<file path="src/rtl/serial_pkg.sv">
// Shared definitions for the serial transmit controller: FSM states,
// register offsets, STATUS bit layout and a divisor helper.
package serial_pkg;

    typedef enum logic [2:0] {
        ST_IDLE,
        ST_START,
        ST_DATA,
        ST_PARITY,
        ST_STOP
    } tx_state_t;

    localparam logic [1:0] REG_DATA   = 2'd0;
    localparam logic [1:0] REG_STATUS = 2'd1;
    localparam logic [1:0] REG_DIV    = 2'd2;

    localparam int STAT_EMPTY     = 0;
    localparam int STAT_FULL      = 1;
    localparam int STAT_BUSY      = 2;
    localparam int STAT_OVF       = 3;
    localparam int STAT_COUNT_LSB = 8;
    localparam int STAT_COUNT_W   = 5;

    // A zero divisor would stall the bit timer, so it is promoted to 1.
    function automatic logic [15:0] clamp_div(input logic [15:0] value);
        return (value == 16'd0) ? 16'd1 : value;
    endfunction

endpackage

</file>
<file path="src/rtl/serial_fifo.sv">
// Synchronous FIFO with async active-low clear. A simultaneous push and pop
// are both honoured, including when the FIFO is full.
module serial_fifo #(
    parameter int WIDTH = 8,
    parameter int DEPTH = 16
) (
    input  logic                     clock,
    input  logic                     clrn,
    input  logic                     push,
    input  logic                     pop,
    input  logic [WIDTH-1:0]         din,
    output logic [WIDTH-1:0]         dout,
    output logic [$clog2(DEPTH):0]   count,
    output logic                     full,
    output logic                     empty
);

    localparam int PW = $clog2(DEPTH);

    logic [WIDTH-1:0] mem [DEPTH];
    logic [PW-1:0]    wr_ptr;
    logic [PW-1:0]    rd_ptr;
    logic             do_push;
    logic             do_pop;

    assign empty   = (count == '0);
    assign full    = (count == (PW+1)'(DEPTH));
    assign do_pop  = pop & ~empty;
    assign do_push = push & (~full | do_pop);
    assign dout    = mem[rd_ptr];

    // Storage array; the head read is combinational so the old head is
    // captured even when a full-FIFO push overwrites the same slot.
    always_ff @(posedge clock) begin
        if (do_push) begin
            mem[wr_ptr] <= din;
        end
    end

    // Pointers wrap naturally because DEPTH is a power of two.
    always_ff @(posedge clock or negedge clrn) begin
        if (!clrn) begin
            wr_ptr <= '0;
            rd_ptr <= '0;
            count  <= '0;
        end else begin
            if (do_push) wr_ptr <= wr_ptr + 1'b1;
            if (do_pop)  rd_ptr <= rd_ptr + 1'b1;
            case ({do_push, do_pop})
                2'b10:   count <= count + 1'b1;
                2'b01:   count <= count - 1'b1;
                default: count <= count;
            endcase
        end
    end

endmodule

</file>
<file path="src/rtl/serial_tx_ctrl.sv">
// Memory-mapped UART transmitter: register file, TX FIFO, bit timer and
// framing FSM. Define SERIAL_TX_PARITY_EN to add an even-parity bit.
module serial_tx_ctrl
    import serial_pkg::*;
#(
    parameter int CLK_HZ     = 50_000_000,
    parameter int BAUD       = 115_200,
    parameter int FIFO_DEPTH = 16,
    parameter int STOP_BITS  = 1
) (
    input  logic        clock,
    input  logic        clrn,
    input  logic        sel,
    input  logic        we,
    input  logic        re,
    input  logic [1:0]  addr,
    input  logic [31:0] din,
    output logic [31:0] dout,
    output logic        txd,
    output logic        busy
);

    localparam logic [15:0] DEFAULT_DIV = 16'(CLK_HZ / BAUD);
    localparam int          CW          = $clog2(FIFO_DEPTH) + 1;

    logic          wr_data, wr_div, status_rd;
    logic          fifo_pop, fifo_full, fifo_empty;
    logic [7:0]    fifo_head;
    logic [CW-1:0] fifo_count;
    logic          overflow;
    logic [15:0]   div_reg;
    logic          unused_din;

    tx_state_t     state, state_next;
    logic [7:0]    shifter, shifter_next;
    logic [2:0]    bit_idx, bit_idx_next;
    logic [1:0]    stop_cnt, stop_cnt_next;
    logic [15:0]   timer, timer_next;
    logic [15:0]   cur_div, cur_div_next;
    logic          txd_next;
    logic          timer_done;

    assign wr_data    = sel & we & (addr == REG_DATA);
    assign wr_div     = sel & we & (addr == REG_DIV);
    assign status_rd  = sel & re & (addr == REG_STATUS);
    assign unused_din = ^din[31:16];
    assign timer_done = (timer == 16'd0);
    assign busy       = (state != ST_IDLE) | ~fifo_empty;

    serial_fifo #(
        .WIDTH (8),
        .DEPTH (FIFO_DEPTH)
    ) u_fifo (
        .clock (clock),
        .clrn  (clrn),
        .push  (wr_data),
        .pop   (fifo_pop),
        .din   (din[7:0]),
        .dout  (fifo_head),
        .count (fifo_count),
        .full  (fifo_full),
        .empty (fifo_empty)
    );

    // Divisor register and sticky overflow; a new overflow beats a STATUS-read clear.
    always_ff @(posedge clock or negedge clrn) begin
        if (!clrn) begin
            div_reg  <= DEFAULT_DIV;
            overflow <= 1'b0;
        end else begin
            if (wr_div) begin
                div_reg <= clamp_div(din[15:0]);
            end
            if (wr_data & fifo_full & ~fifo_pop) begin
                overflow <= 1'b1;
            end else if (status_rd) begin
                overflow <= 1'b0;
            end
        end
    end

    // Read mux; purely combinational with no side effects of its own.
    always_comb begin
        dout = '0;
        if (sel & re) begin
            case (addr)
                REG_STATUS: begin
                    dout[STAT_EMPTY] = fifo_empty;
                    dout[STAT_FULL]  = fifo_full;
                    dout[STAT_BUSY]  = busy;
                    dout[STAT_OVF]   = overflow;
                    dout[STAT_COUNT_LSB +: STAT_COUNT_W] = STAT_COUNT_W'(fifo_count);
                end
                REG_DIV: dout = {16'b0, div_reg};
                default: dout = '0;
            endcase
        end
    end

    // Framing FSM state, shifter, bit timer and registered line output.
    always_ff @(posedge clock or negedge clrn) begin
        if (!clrn) begin
            state    <= ST_IDLE;
            shifter  <= '0;
            bit_idx  <= '0;
            stop_cnt <= '0;
            timer    <= '0;
            cur_div  <= DEFAULT_DIV;
            txd      <= 1'b1;
        end else begin
            state    <= state_next;
            shifter  <= shifter_next;
            bit_idx  <= bit_idx_next;
            stop_cnt <= stop_cnt_next;
            timer    <= timer_next;
            cur_div  <= cur_div_next;
            txd      <= txd_next;
        end
    end

    // Next-state logic; txd_next is the level of the bit the FSM is entering.
    always_comb begin
        state_next    = state;
        shifter_next  = shifter;
        bit_idx_next  = bit_idx;
        stop_cnt_next = stop_cnt;
        timer_next    = timer_done ? timer : timer - 16'd1;
        cur_div_next  = cur_div;
        txd_next      = txd;
        fifo_pop      = 1'b0;
        case (state)
            ST_IDLE: begin
                txd_next = 1'b1;
                if (!fifo_empty) begin
                    fifo_pop     = 1'b1;
                    shifter_next = fifo_head;
                    cur_div_next = div_reg;
                    timer_next   = div_reg - 16'd1;
                    state_next   = ST_START;
                    txd_next     = 1'b0;
                end
            end
            ST_START: begin
                if (timer_done) begin
                    state_next   = ST_DATA;
                    bit_idx_next = 3'd0;
                    timer_next   = cur_div - 16'd1;
                    txd_next     = shifter[0];
                end
            end
            ST_DATA: begin
                if (timer_done) begin
                    timer_next = cur_div - 16'd1;
                    if (bit_idx == 3'd7) begin
`ifdef SERIAL_TX_PARITY_EN
                        state_next = ST_PARITY;
                        txd_next   = ^shifter;
`else
                        state_next    = ST_STOP;
                        stop_cnt_next = 2'd0;
                        txd_next      = 1'b1;
`endif
                    end else begin
                        bit_idx_next = bit_idx + 3'd1;
                        txd_next     = shifter[bit_idx + 3'd1];
                    end
                end
            end
`ifdef SERIAL_TX_PARITY_EN
            ST_PARITY: begin
                if (timer_done) begin
                    state_next    = ST_STOP;
                    stop_cnt_next = 2'd0;
                    timer_next    = cur_div - 16'd1;
                    txd_next      = 1'b1;
                end
            end
`endif
            ST_STOP: begin
                if (timer_done) begin
                    if (stop_cnt == 2'(STOP_BITS - 1)) begin
                        if (!fifo_empty) begin
                            fifo_pop     = 1'b1;
                            shifter_next = fifo_head;
                            cur_div_next = div_reg;
                            timer_next   = div_reg - 16'd1;
                            state_next   = ST_START;
                            txd_next     = 1'b0;
                        end else begin
                            state_next = ST_IDLE;
                            txd_next   = 1'b1;
                        end
                    end else begin
                        stop_cnt_next = stop_cnt + 2'd1;
                        timer_next    = cur_div - 16'd1;
                    end
                end
            end
            default: begin
                state_next = ST_IDLE;
                txd_next   = 1'b1;
            end
        endcase
    end

endmodule

</file>
<file path="config.mk">
export PLATFORM = sky130hd
export DESIGN_NAME = serial_tx_ctrl
export DESIGN_NICKNAME = d
export VERILOG_FILES = /design/src/rtl/serial_pkg.sv /design/src/rtl/serial_fifo.sv /design/src/rtl/serial_tx_ctrl.sv
export SDC_FILE = /design/constraint.sdc
export NUM_CORES = 1
export LEC_CHECK = 0
export CAP_MARGIN = 20
export CORE_MARGIN = 1
export CORE_UTILIZATION = 33
export CTS_CLUSTER_DIAMETER = 60
export DETAILED_ROUTE_END_ITERATION = 12
export SYNTH_ARGS = -nofsm -noshare
export SYNTH_HDL_FRONTEND = slang
export SYNTH_SLANG_ARGS = --single-unit
</file>
<file path="constraint.sdc">
create_clock -name clock -period 4.34 [get_ports clock]
set_input_delay 0.868 -clock clock [delete_from_list [all_inputs] [get_ports clock]]
set_output_delay 0.868 -clock clock [all_outputs]
set_load 0.02 [all_outputs]
</file>
==> key figures, run 1 <==
Logic synthesis
  – Share of synthesized area occupied by flip-flops and latches: 55.64%
  – Cell variety after synth: 74
  – Flops & latches, synth: 207
  – Number of warnings issued by yosys: 0
  – Number of enable-type register cells in the synthesized netlist: 128
  – Synth top area share: 36.65%
  – Largest area contributor in the synthesized netlist: edfxtp_1
  – Async set or reset register ratio after synthesis: 38.16%
  – Average cell area after synthesis: 13.09 um2
  – Synthesized area: 0.01049 mm2
  – Leading post-synthesis cells by cell area: edfxtp_1 37%, dfrtp_1 16%, mux4_2 9.0%
  – Primary FF master, synth: edfxtp_1
  – Syn Inst Count: 801

Finish
  – Final net count: 899
  – Register with the most flip-flops: u_fifo.mem
  – Largest register FFs: 128
  – Area delta synth->final: 14.77%
  – Number of inserted diodes: 0
  – Proportion of layout cells with a drive suffix above 1: 20.65%

STA
  – Count of final setup violators: 0
  – Setup TNS after final layout: 0 ns
  – Final number of max-transition violations: 0
  – Largest clock skew in the final design: 0.01626 ns
  – Unrepaired setup endpoints after global routing: no
  – Clock period minus final worst setup slack: 3.752 ns
  – Highest Clock Rate: 266.5 MHz
  – Worst setup margin: 0.5879 ns
  – Worst slew margin relative to its limit: 36.85%
  – Fraction of the cycle the final worst path needs: 86.45%
  – Hold violation total from the final report: 0
  – Slew at the pin closest to its max-slew limit: 0.9385 ns

Clock tree
  – CTS sink count: 207
  – Clock transition at the registers of the reported paths: 0.06 ns
  – Number of buffers added by the clock tree synthesis step: 23
  – Number of buffers inserted by hold repair at cts: 0
  – Number of buffers between clock root and the deepest sink: 3
  – Total setup buffers inserted after CTS: 0
  – Number of gates resized after cts: 0
  – Maximum level of the CTS H-tree: 1
  – Clock latency at the later pin of the worst-skew pair: 0.52 ns
  – TritonCTS clock tree: done
  – Clk root buf: clkbuf_16

Die
  – Initial Util: 33.93%
  – Die outline area: 0.03249 mm2
  – Std-Cell Rows: 64
  – Horiz. Die Dim: 180.3 um
  – Core outline area: 0.03091 mm2
  – I/O pin count: 73
  – Height of the die: 180.3 um

Power and ir drop
  – Switching share of power: 33.91%
  – Worst VDD drop: 0.3441 mV
  – Standby leakage power: 4.123 nW
  – Sw power: 0.002350 W
  – Proportion of power drawn by combinational gates: 30.3%
  – PD cells: 575.8 mW/mm2
  – Register share of total power: 42.7%
  – Internal power consumption: 0.004580 W
  – Clk network pwr share: 27.0%

Setup path
  – CP Cell Sequence: or3_1 > nor3_2 > buf_4 > nand2_1 > a22oi_1 > nor2_1 > clkdlybuf4s50_1
  – Kind of critical path: reg -> out
  – Highest net fanout along the worst path: 20
  – Data arrival time at the worst-slack endpoint: 2.88 ns
  – Required time of the critical path: 3.47 ns
  – Critical path capture point type: output port
  – Count of cells along the worst register-to-register path: 12
  – Buf/Inv on CP: 2
  – Standard cell with the maximum stage delay on the critical path: clkdlybuf4s50_1
  – Family with the most delay on the worst path: simple AND/OR/NAND/NOR gates
  – Slowest cell delay on critical path: 0.55 ns
  – Crit path launch type: flip-flop
  – Critical path depth in cells: 7

Routing
  – Post-route antenna net violation count: 0
  – Final wirelength: 24.39 mm
  – Number of search-and-repair iterations in the first detailed-routing pass: 6
  – Post-DR vias/cell: 5.425
  – Post-route DRC: 0
  – Number of DRC markers in iteration 0: 553
  – Routed vias: 6,825
  – WL/cell: 19.39 um

Place
  – Final HPWL DP: 17.09 mm
  – Number of I/O port buffers: 40
  – Routability cong.: 0.8895
  – Setup slack at placement: 0.6528 ns

Outcome
  – Outcome: finished, final reports clean

Run
  – Max-Cap Viols: 0

Min path
  – Worst min-delay path class: in -> async

Global route
  – Global-route wire length before repair: 38.99 mm
  – Overflow left after global routing: 0
  – Pin count of the biggest net entering global routing: 50
  – Number of antenna violations at the first check in global routing: 0
  – Total Routing Usage GR: 15.18%
  – Number of global-route vias before repair: 6,685
area by class of cell:
type | instances | area [um2]
clock buffers | 34 | 646.9
fillers | 2930 | 18870
clock inverters | 8 | 87.58
repair buffers | 60 | 548.0
well taps | 396 | 495.5
inverters | 18 | 67.56
flip-flops and latches | 207 | 5837
multi-input cells | 535 | 4353
layer usage:
layer | GRT usage (%) | wire length [um] | part of all wire (%) | up-vias
li1 | - | - | - | 3160
met2 | 24.95 | 11650 | 48 | 204
met1 | 21.05 | 10940 | 45 | 3410
met4 | 3.829 | 573 | 2.3 | 0
met3 | 2.223 | 1232 | 5.1 | 51
met5 | 0 | 0 | 0 | -
worst reg2reg max path: stages, from the launching register on:
cell and delay, ns:
dfrtp_1 0.46, inv_1 0.09, ha_1 0.22, nor4b_2 0.53, nand2_2 0.29, o31ai_2 0.53, nand3_1 0.21, xnor2_1 0.17
ha_1 0.23, nor4_1 0.18, nand2_1 0.08, mux2i_1 0.17, xor2_1 0.16
cells in the final DEF (no fill, tap or decap), types with 6 or more instances in the layout:
cell / n
nor3_1: 21
a31oi_1: 6
nand4_1: 11
inv_1: 18
dfstp_2: 11
mux2_2: 40
a21oi_1: 32
o211ai_1: 6
conb_1: 16
xnor2_1: 19
clkdlybuf4s50_1: 39
xor2_1: 25
nor4_1: 14
nor2_1: 55
ha_1: 15
a22oi_1: 13
mux4_2: 42
and2_1: 9
o21ai_0: 37
clkbuf_1: 8
buf_4: 21
mux2i_1: 7
clkbuf_16: 23
a32oi_1: 6
nand3_1: 21
nand2_1: 40
edfxtp_1: 128
dfrtp_1: 66
nor3_2: 6
through the flow:
| step | instance area, um2 | std cells | util, % | hold slack, ns | total power, W |
|---|---|---|---|---|---|
| after global routing | 12040 | 1258 | 38.94 | 0.4245 | 0.007321 |
| after global placement | 11300 | 1216 | 36.56 | 0.4636 | 0.005042 |
| after detailed placement | 11300 | 1216 | 36.56 | 0.4843 | 0.005084 |
| final | 12040 | 1258 | 38.94 | 0.3795 | 0.006930 |
| after CTS | 12040 | 1258 | 38.94 | 0.3834 | 0.006986 |
| after floorplan | 10540 | 816 | - | 0.4666 | 0.004448 |
logic make-up (layout without fill, tap and decap cells):
group                      count (synthesis)  after routing  synth area share (%)
adders and majority gates                 15             15                 1.790
xor gates and xnor gates                  44             44                 3.675
DFF                                      207            207                 55.64
and+or+nand+nor                          223            223                 11.57
other                                      1             16               0.03576
muxes                                     90             90                 14.13
AOI/OAI and AO/OA                        147            147                 9.546
buffers and inverters                     74            120                 3.615
final timing paths:
| kind | from | to | slack [ns] |
|---|---|---|---|
| min | clrn | bit_idx[2] | 0.38 |
| min in group clock | txd | txd | 0.49 |
| max in group asynchronous | clrn | cur_div[5] | 3.07 |
| max reg2reg | timer[0] | u_fifo.count[4] | 0.96 |
| min reg2reg | txd | txd | 0.49 |
| max | u_fifo.count[0] | dout[2] | 0.59 |
Yosys cell counts (3+ instances only):
master / count
edfxtp_1: 128
dfrtp_1: 68
nor2_1: 55
mux4_2: 42
mux2_2: 40
nand2_1: 40
o21ai_0: 37
a21oi_1: 32
clkbuf_1: 27
xor2_1: 25
nor3_1: 22
nand3_1: 21
xnor2_1: 19
inv_1: 18
buf_4: 17
ha_1: 15
nor4_1: 14
a22oi_1: 13
dfstp_2: 11
nand4_1: 11
and2_1: 9
mux2i_1: 7
a31oi_1: 6
a32oi_1: 6
buf_2: 6
o211ai_1: 6
nor3_2: 5
o221ai_1: 5
o31ai_1: 5
or4_1: 5
a221oi_1: 4
and3_1: 4
buf_6: 4
nand3b_1: 4
nand4b_1: 4
or3_1: 4
nor2b_1: 3
nor3b_1: 3
nor4b_1: 3
o21a_1: 3
o22ai_1: 3
o2bb2ai_1: 3
o311ai_0: 3
power by group through the flow:
stage / logic, W / registers, W / clock network (W)
global placement: 0.00206 / 0.00299 / 0
CTS: 0.00210 / 0.00296 / 0.00193
floorplan: 0.00176 / 0.00269 / 0
finish: 0.00210 / 0.00296 / 0.00187
detailed placement: 0.00209 / 0.00300 / 0
global route: 0.00230 / 0.00303 / 0.00199
Note: power is estimated with default switching activity, not from simulation.
==> inputs of run 2 (changes only) <==
GPL_ROUTABILITY_DRIVEN = 0   (was unset)
GPL_TIMING_DRIVEN = 0   (was unset)
==> run 2 against run 1 <==
  * Setup slack worse by 0.31 ns
  * Clock power is essentially flat
  * Clock skew increased by 0.0074 ns
  * Final area is 1.7% higher
  * Die area is the same
  * Sequential power decreased by 7.1%
  * Critical path depth up 1
  * Final cell count rose by 3.2%
  * Via count increased by 3.3%
  * Critical path type unchanged
  * Combinational power increased by 14%
  * Largest cell class unchanged
  * Sequential cell count did not move
==> key figures, run 2 (same netlist as run 1, synthesis figures left out) <==
STA
  – Slew at the pin closest to its max-slew limit: 0.9520 ns (+0.01348 ns)
  – Worst slew margin relative to its limit: 36.19% (-0.67 points)
  – Final number of max-transition violations: 0 (unchanged)
  – Unrepaired setup endpoints after global routing: no
  – Worst setup margin: 0.2828 ns (-0.3052 ns)
  – Largest clock skew in the final design: 0.02371 ns (+0.007450 ns)
  – Hold violation total from the final report: 0 (unchanged)
  – Highest Clock Rate: 246.5 MHz (-7.5%)
  – Fraction of the cycle the final worst path needs: 93.49% (+7.0 points)
  – Clock period minus final worst setup slack: 4.057 ns (+0.3052 ns)
  – Final hold slack: 0.2312 ns (-0.1483 ns)
  – Count of final setup violators: 0 (unchanged)

Routing
  – Routed vias: 7,052 (+3.3%)
  – Post-DR vias/cell: 5.433 (+0.14%)
  – Post-route DRC: 0 (unchanged)
  – WL/cell: 19.61 um (+1.1%)
  – Post-route antenna net violation count: 0 (unchanged)
  – Number of DRC markers in iteration 0: 556 (+0.54%)
  – Number of search-and-repair iterations in the first detailed-routing pass: 6 (unchanged)
  – Final wirelength: 25.45 mm (+4.3%)

Outcome
  – Outcome: finished, final reports clean

Global route
  – Pin count of the biggest net entering global routing: 64 (+28%)
  – Overflow left after global routing: 0 (unchanged)
  – Number of antenna violations at the first check in global routing: 0 (unchanged)
  – Global-route wire length before repair: 40.18 mm (+3.0%)
  – Number of global-route vias before repair: 6,789 (+1.6%)
  – Total Routing Usage GR: 15.70% (+0.52 points)

Clock tree
  – Clock latency at the later pin of the worst-skew pair: 0.53 ns (about the same)
  – CTS sink count: 207 (unchanged)
  – Number of buffers between clock root and the deepest sink: 3 (unchanged)
  – Clk root buf: clkbuf_16
  – Maximum level of the CTS H-tree: 1 (unchanged)
  – TritonCTS clock tree: done
  – Clock transition at the registers of the reported paths: 0.06 ns (about the same)
  – Number of buffers added by the clock tree synthesis step: 22 (-4.3%)

Finish
  – Most common cell after layout, fill and taps aside: edfxtp_1
  – Largest register FFs: 128 (unchanged)
  – Register with the most flip-flops: u_fifo.mem
  – Area delta synth->final: 16.68%
  – Proportion of layout cells with a drive suffix above 1: 20.73% (+0.082 points)
  – Final non-filler cell area: 0.01224 mm2 (+1.7%)
  – Number of inserted diodes: 0 (unchanged)
  – Most used cells in the layout excluding fill and tap cells: 128 x edfxtp_1, 68 x dfrtp_1, 54 x nor2_1, 42 x mux4_2
  – Final net count: 940 (+4.6%)

Setup path
  – CP Cell Sequence: clkbuf_1 > or3_1 > nor3_1 > buf_2 > clkbuf_2 > a22oi_1 > nor2_1 > clkdlybuf4s50_1
  – Critical path depth in cells: 8 (+1)
  – Crit path launch type: flip-flop
  – Slowest cell delay on critical path: 0.62 ns (+0.07 ns)
  – Standard cell with the maximum stage delay on the critical path: clkdlybuf4s50_1
  – Required time of the critical path: 3.47 ns (about the same)
  – Highest net fanout along the worst path: 10 (-50%)
  – Critical path capture point type: output port
  – Kind of critical path: reg -> out
  – Family with the most delay on the worst path: buffers and inverters
  – Count of cells along the worst register-to-register path: 9 (-3)
  – Data arrival time at the worst-slack endpoint: 3.19 ns (+0.31 ns)
  – Buf/Inv on CP: 4 (+2)

Place
  – Setup slack at placement: 0.4844 ns (-0.1684 ns)
  – Instance area at placement: 0.01151 mm2 (+1.9%)
  – Final HPWL DP: 17.96 mm (+5.1%)
  – Number of I/O port buffers: 40 (unchanged)

Min path
  – Worst min-delay path class: in -> async

Run
  – Max-Cap Viols: 0 (unchanged)

Power and ir drop
  – Standby leakage power: 4.222 nW (+2.4%)
  – Overall power: 0.006978 W (+0.70%)
  – Worst VDD drop: 0.3677 mV (+6.9%)
  – PD cells: 570.3 mW/mm2 (-0.95%)

Die
  – I/O pin count: 73 (unchanged)
  – Initial Util: 33.93% (unchanged)
  – Height of the die: 180.3 um (unchanged)
  – Die outline area: 0.03249 mm2 (unchanged)
  – Core outline area: 0.03091 mm2 (unchanged)
  – Horiz. Die Dim: 180.3 um (unchanged)
  – Std-Cell Rows: 64 (unchanged)
run 2: area by class of cell:
class / instances / area, um2
Tap cell: 396 / 495.5
Fill cell: 2905 / 18670
Clock buffer: 26 / 565.5
Sequential cell: 207 / 5834
Timing Repair Buffer: 46 / 460.4
Inverter: 18 / 67.56
Clock inverter: 14 / 143.9
Multi-Input combinational cell: 535 / 4355
Buffer: 56 / 312.8
run 2: what timing repair did:
| item | CTS | global route |
|---|---|---|
| hold buffers | 0 | 0 |
| buffers inserted | 0 | 0 |
| resized for setup | 0 | 2 |
| endpoints found under the setup margin | 0 | 2 |
run 2: per-stage QoR:
step                setup TNS (ns)  cells  util, %
finish                           0   1298    39.58
global route                     0   1298    39.58
CTS                              0   1297    39.55
detailed placement               0   1257    37.25
global placement            -38.77   1252    37.01
floorplan                        0    816        -
run 2: worst paths after layout:
path	startpoint	endpoint	slack [ns]
worst max-delay path	u_fifo.count[1]	dout[0]	0.28
worst min-delay path	clrn	stop_cnt[1]	0.23
worst max register to register	timer[0]	u_fifo.mem[10][4]	0.75
worst min register to register	txd	txd	0.47
max in group asynchronous	clrn	cur_div[8]	3.47
min in group clock	txd	txd	0.47
run 2: power by group:
part           leakage, nW  total, W  switching (W)  internal, W
Clock                0.343   0.00184       0.000778      0.00106
Sequential            2.10   0.00275       0.000333      0.00242
Combinational         1.78   0.00239        0.00130      0.00109
run 2: per-layer routing:
metal	routed length, um	global-route usage [%]
met3	1549	2.546
met2	12240	26.31
met1	11200	21.50
met4	460	3.111
met5	0	0
==> inputs of run 3 (changes only) <==
SETUP_SLACK_MARGIN = 0.5   (was unset)
==> run 3 against run 2 <==
  * Global-route usage hardly changed
  * Maximum frequency is 11% higher
  * Critical path type is now in -> out
  * Final cell count stayed put
  * Largest power group unchanged
  * Sequential power hardly changed
  * Clock power hardly changed
  * Worst hold slack hardly changed
==> key figures, run 3 (same netlist as run 1, synthesis figures left out) <==
Outcome
  – Outcome: finished, final reports clean

Clock tree
  – Clock latency at the later pin of the worst-skew pair: 0.53 ns (about the same)
  – Number of buffers between clock root and the deepest sink: 3 (unchanged)
  – Number of buffers added by the clock tree synthesis step: 22 (unchanged)
  – CTS sink count: 207 (unchanged)
  – Total setup buffers inserted after CTS: 0 (unchanged)
  – Maximum level of the CTS H-tree: 1 (unchanged)
  – TritonCTS clock tree: done
  – Clk root buf: clkbuf_16
  – Clock transition at the registers of the reported paths: 0.06 ns (about the same)

Power and ir drop
  – Clk network pwr share: 26.3% (about the same)
  – Proportion of power drawn by combinational gates: 34.3% (about the same)
  – Worst VDD drop: 0.3668 mV (-0.26%)
  – Overall power: 0.006990 W (+0.18%)
  – Sw power: 0.002416 W (+0.39%)
  – Standby leakage power: 4.241 nW (+0.44%)
  – Register share of total power: 39.4% (about the same)
  – Switching share of power: 34.56% (+0.071 points)
  – Internal power consumption: 0.004574 W (about the same)
  – PD cells: 570.6 mW/mm2 (about the same)

Global route
  – Number of global-route vias before repair: 6,791 (+0.029%)
  – Pin count of the biggest net entering global routing: 64 (unchanged)
  – Overflow left after global routing: 0 (unchanged)
  – Global-route wire length before repair: 40.20 mm (about the same)
  – Total Routing Usage GR: 15.70% (about the same)
  – Number of antenna violations at the first check in global routing: 0 (unchanged)

STA
  – Unrepaired setup endpoints after global routing: no
  – Final number of max-transition violations: 0 (unchanged)
  – Count of final setup violators: 0 (unchanged)
  – Fraction of the cycle the final worst path needs: 84.29% (-9.2 points)
  – Slew at the pin closest to its max-slew limit: 0.9366 ns (-0.01541 ns)
  – Clock period minus final worst setup slack: 3.658 ns (-0.3990 ns)
  – Largest clock skew in the final design: 0.02378 ns (+0.00006410 ns)
  – Worst slew margin relative to its limit: 36.98% (+0.80 points)
  – Setup TNS after final layout: 0 ns (unchanged)
  – Hold violation total from the final report: 0 (unchanged)
  – Highest Clock Rate: 273.4 MHz (+11%)

Finish
  – Number of inserted diodes: 0 (unchanged)
  – Area delta synth->final: 16.84%
  – Most common cell after layout, fill and taps aside: edfxtp_1
  – Register with the most flip-flops: u_fifo.mem
  – Proportion of layout cells with a drive suffix above 1: 21.18% (+0.44 points)
  – FF/Latch Area: 0.005834 mm2 (unchanged)
  – Most used cells in the layout excluding fill and tap cells: 128 x edfxtp_1, 68 x dfrtp_1, 54 x nor2_1, 42 x mux4_2
  – Filler cells: 2,905 (unchanged)
  – Final net count: 940 (unchanged)
  – Largest register FFs: 128 (unchanged)
  – Total area of multi-input combinational cells: 0.004367 mm2 (+0.26%)

Setup path
  – Critical path capture point type: output port
  – Highest net fanout along the worst path: 10 (unchanged)
  – Kind of critical path: in -> out
  – Data arrival time at the worst-slack endpoint: 2.79 ns (-0.40 ns)
  – Crit path launch type: primary input
  – Required time of the critical path: 3.47 ns (about the same)

Routing
  – Number of DRC markers in iteration 0: 570 (+2.5%)
  – Met3 WL post-DR: 1.385 mm (-11%)
  – Highest routing layer actually used: met4
  – Post-route DRC: 0 (unchanged)
  – Met2 wirelength from detailed routing: 12.21 mm (-0.24%)
  – Number of search-and-repair iterations in the first detailed-routing pass: 5 (-1)
  – Routed vias: 7,023 (-0.41%)
  – Final wirelength: 25.42 mm (-0.12%)
  – Post-route antenna net violation count: 0 (unchanged)
  – WL/cell: 19.58 um (-0.12%)
  – Post-DR vias/cell: 5.411 (-0.41%)
  – Detailed-route wire length on metal 1: 11.30 mm (+0.94%)

Min path
  – Worst min-delay path class: in -> async

Place
  – Final HPWL DP: 17.96 mm (unchanged)
  – Number of I/O port buffers: 40 (unchanged)

Die
  – Height of the die: 180.3 um (unchanged)
  – Die outline area: 0.03249 mm2 (unchanged)
  – I/O pin count: 73 (unchanged)
  – Initial Util: 33.93% (unchanged)
  – Core outline area: 0.03091 mm2 (unchanged)
  – Std-Cell Rows: 64 (unchanged)
  – Horiz. Die Dim: 180.3 um (unchanged)

Run
  – Max-Cap Viols: 0 (unchanged)
==> run 3: worst paths after layout <==
kind,from,to,slack (ns),depth (start not counted)
setup / recovery,addr[0],dout[6],0.68,7
hold / removal,clrn,stop_cnt[1],0.23,1
setup reg to reg,timer[0],u_fifo.mem[10][4],0.76,9
hold reg to reg,txd,txd,0.47,2
max in group asynchronous,clrn,cur_div[7],3.47,2
min in group clock,txd,txd,0.47,2
==> run 3: layer usage <==
metal / track usage, % / vias up
met5: 0 / -
li1: - / 3259
met4: 3.111 / 0
met1: 21.53 / 3486
met3: 2.506 / 38
met2: 26.33 / 240
==> run 3: repair_timing <==
item,CTS,global route
hold buffers,0,0
gates resized for setup,9,2
endpoints found under the setup margin,10,5
==> run 3: final cells by class <==
class / instances / area share, %
repair buffers: 46 / 3.738
plain buffers: 56 / 2.614
inverters: 18 / 0.5515
clock buffers: 26 / 4.616
flip-flops and latches: 207 / 47.62
clock inverters: 14 / 1.174
well taps: 396 / 4.044
multi-input cells: 535 / 35.64
==> run 3: metrics by stage <==
step	setup WS (ns)	hold slack, ns	instance area [um2]	cells	util (%)
after floorplan	1.055	0.4666	10540	816	-
after global placement	-0.5805	0.4614	11440	1252	37.01
after detailed placement	0.4844	0.4647	11510	1257	37.25
after CTS	0.6477	0.2258	12240	1297	39.59
after global routing	0.5290	0.2347	12250	1298	39.64
final	0.6818	0.2311	12250	1298	39.64
==> run 3: critical path, cell delays in order <==
cell,delay (ns)
clkdlybuf4s50_1,0.42
inv_1,0.09
ha_1,0.17
clkbuf_2,0.23
and3_2,0.27
and2_1,0.14
clkdlybuf4s50_1,0.61
==> run 3: power groups by stage <==
| stage | registers (W) | clock network, W | logic [W] |
|---|---|---|---|
| floorplan | 0.00269 | 0 | 0.00176 |
| global placement | 0.00278 | 0 | 0.00234 |
| detailed placement | 0.00279 | 0 | 0.00237 |
| CTS | 0.00275 | 0.00188 | 0.00239 |
| global route | 0.00280 | 0.00196 | 0.00260 |
| finish | 0.00275 | 0.00184 | 0.00240 |
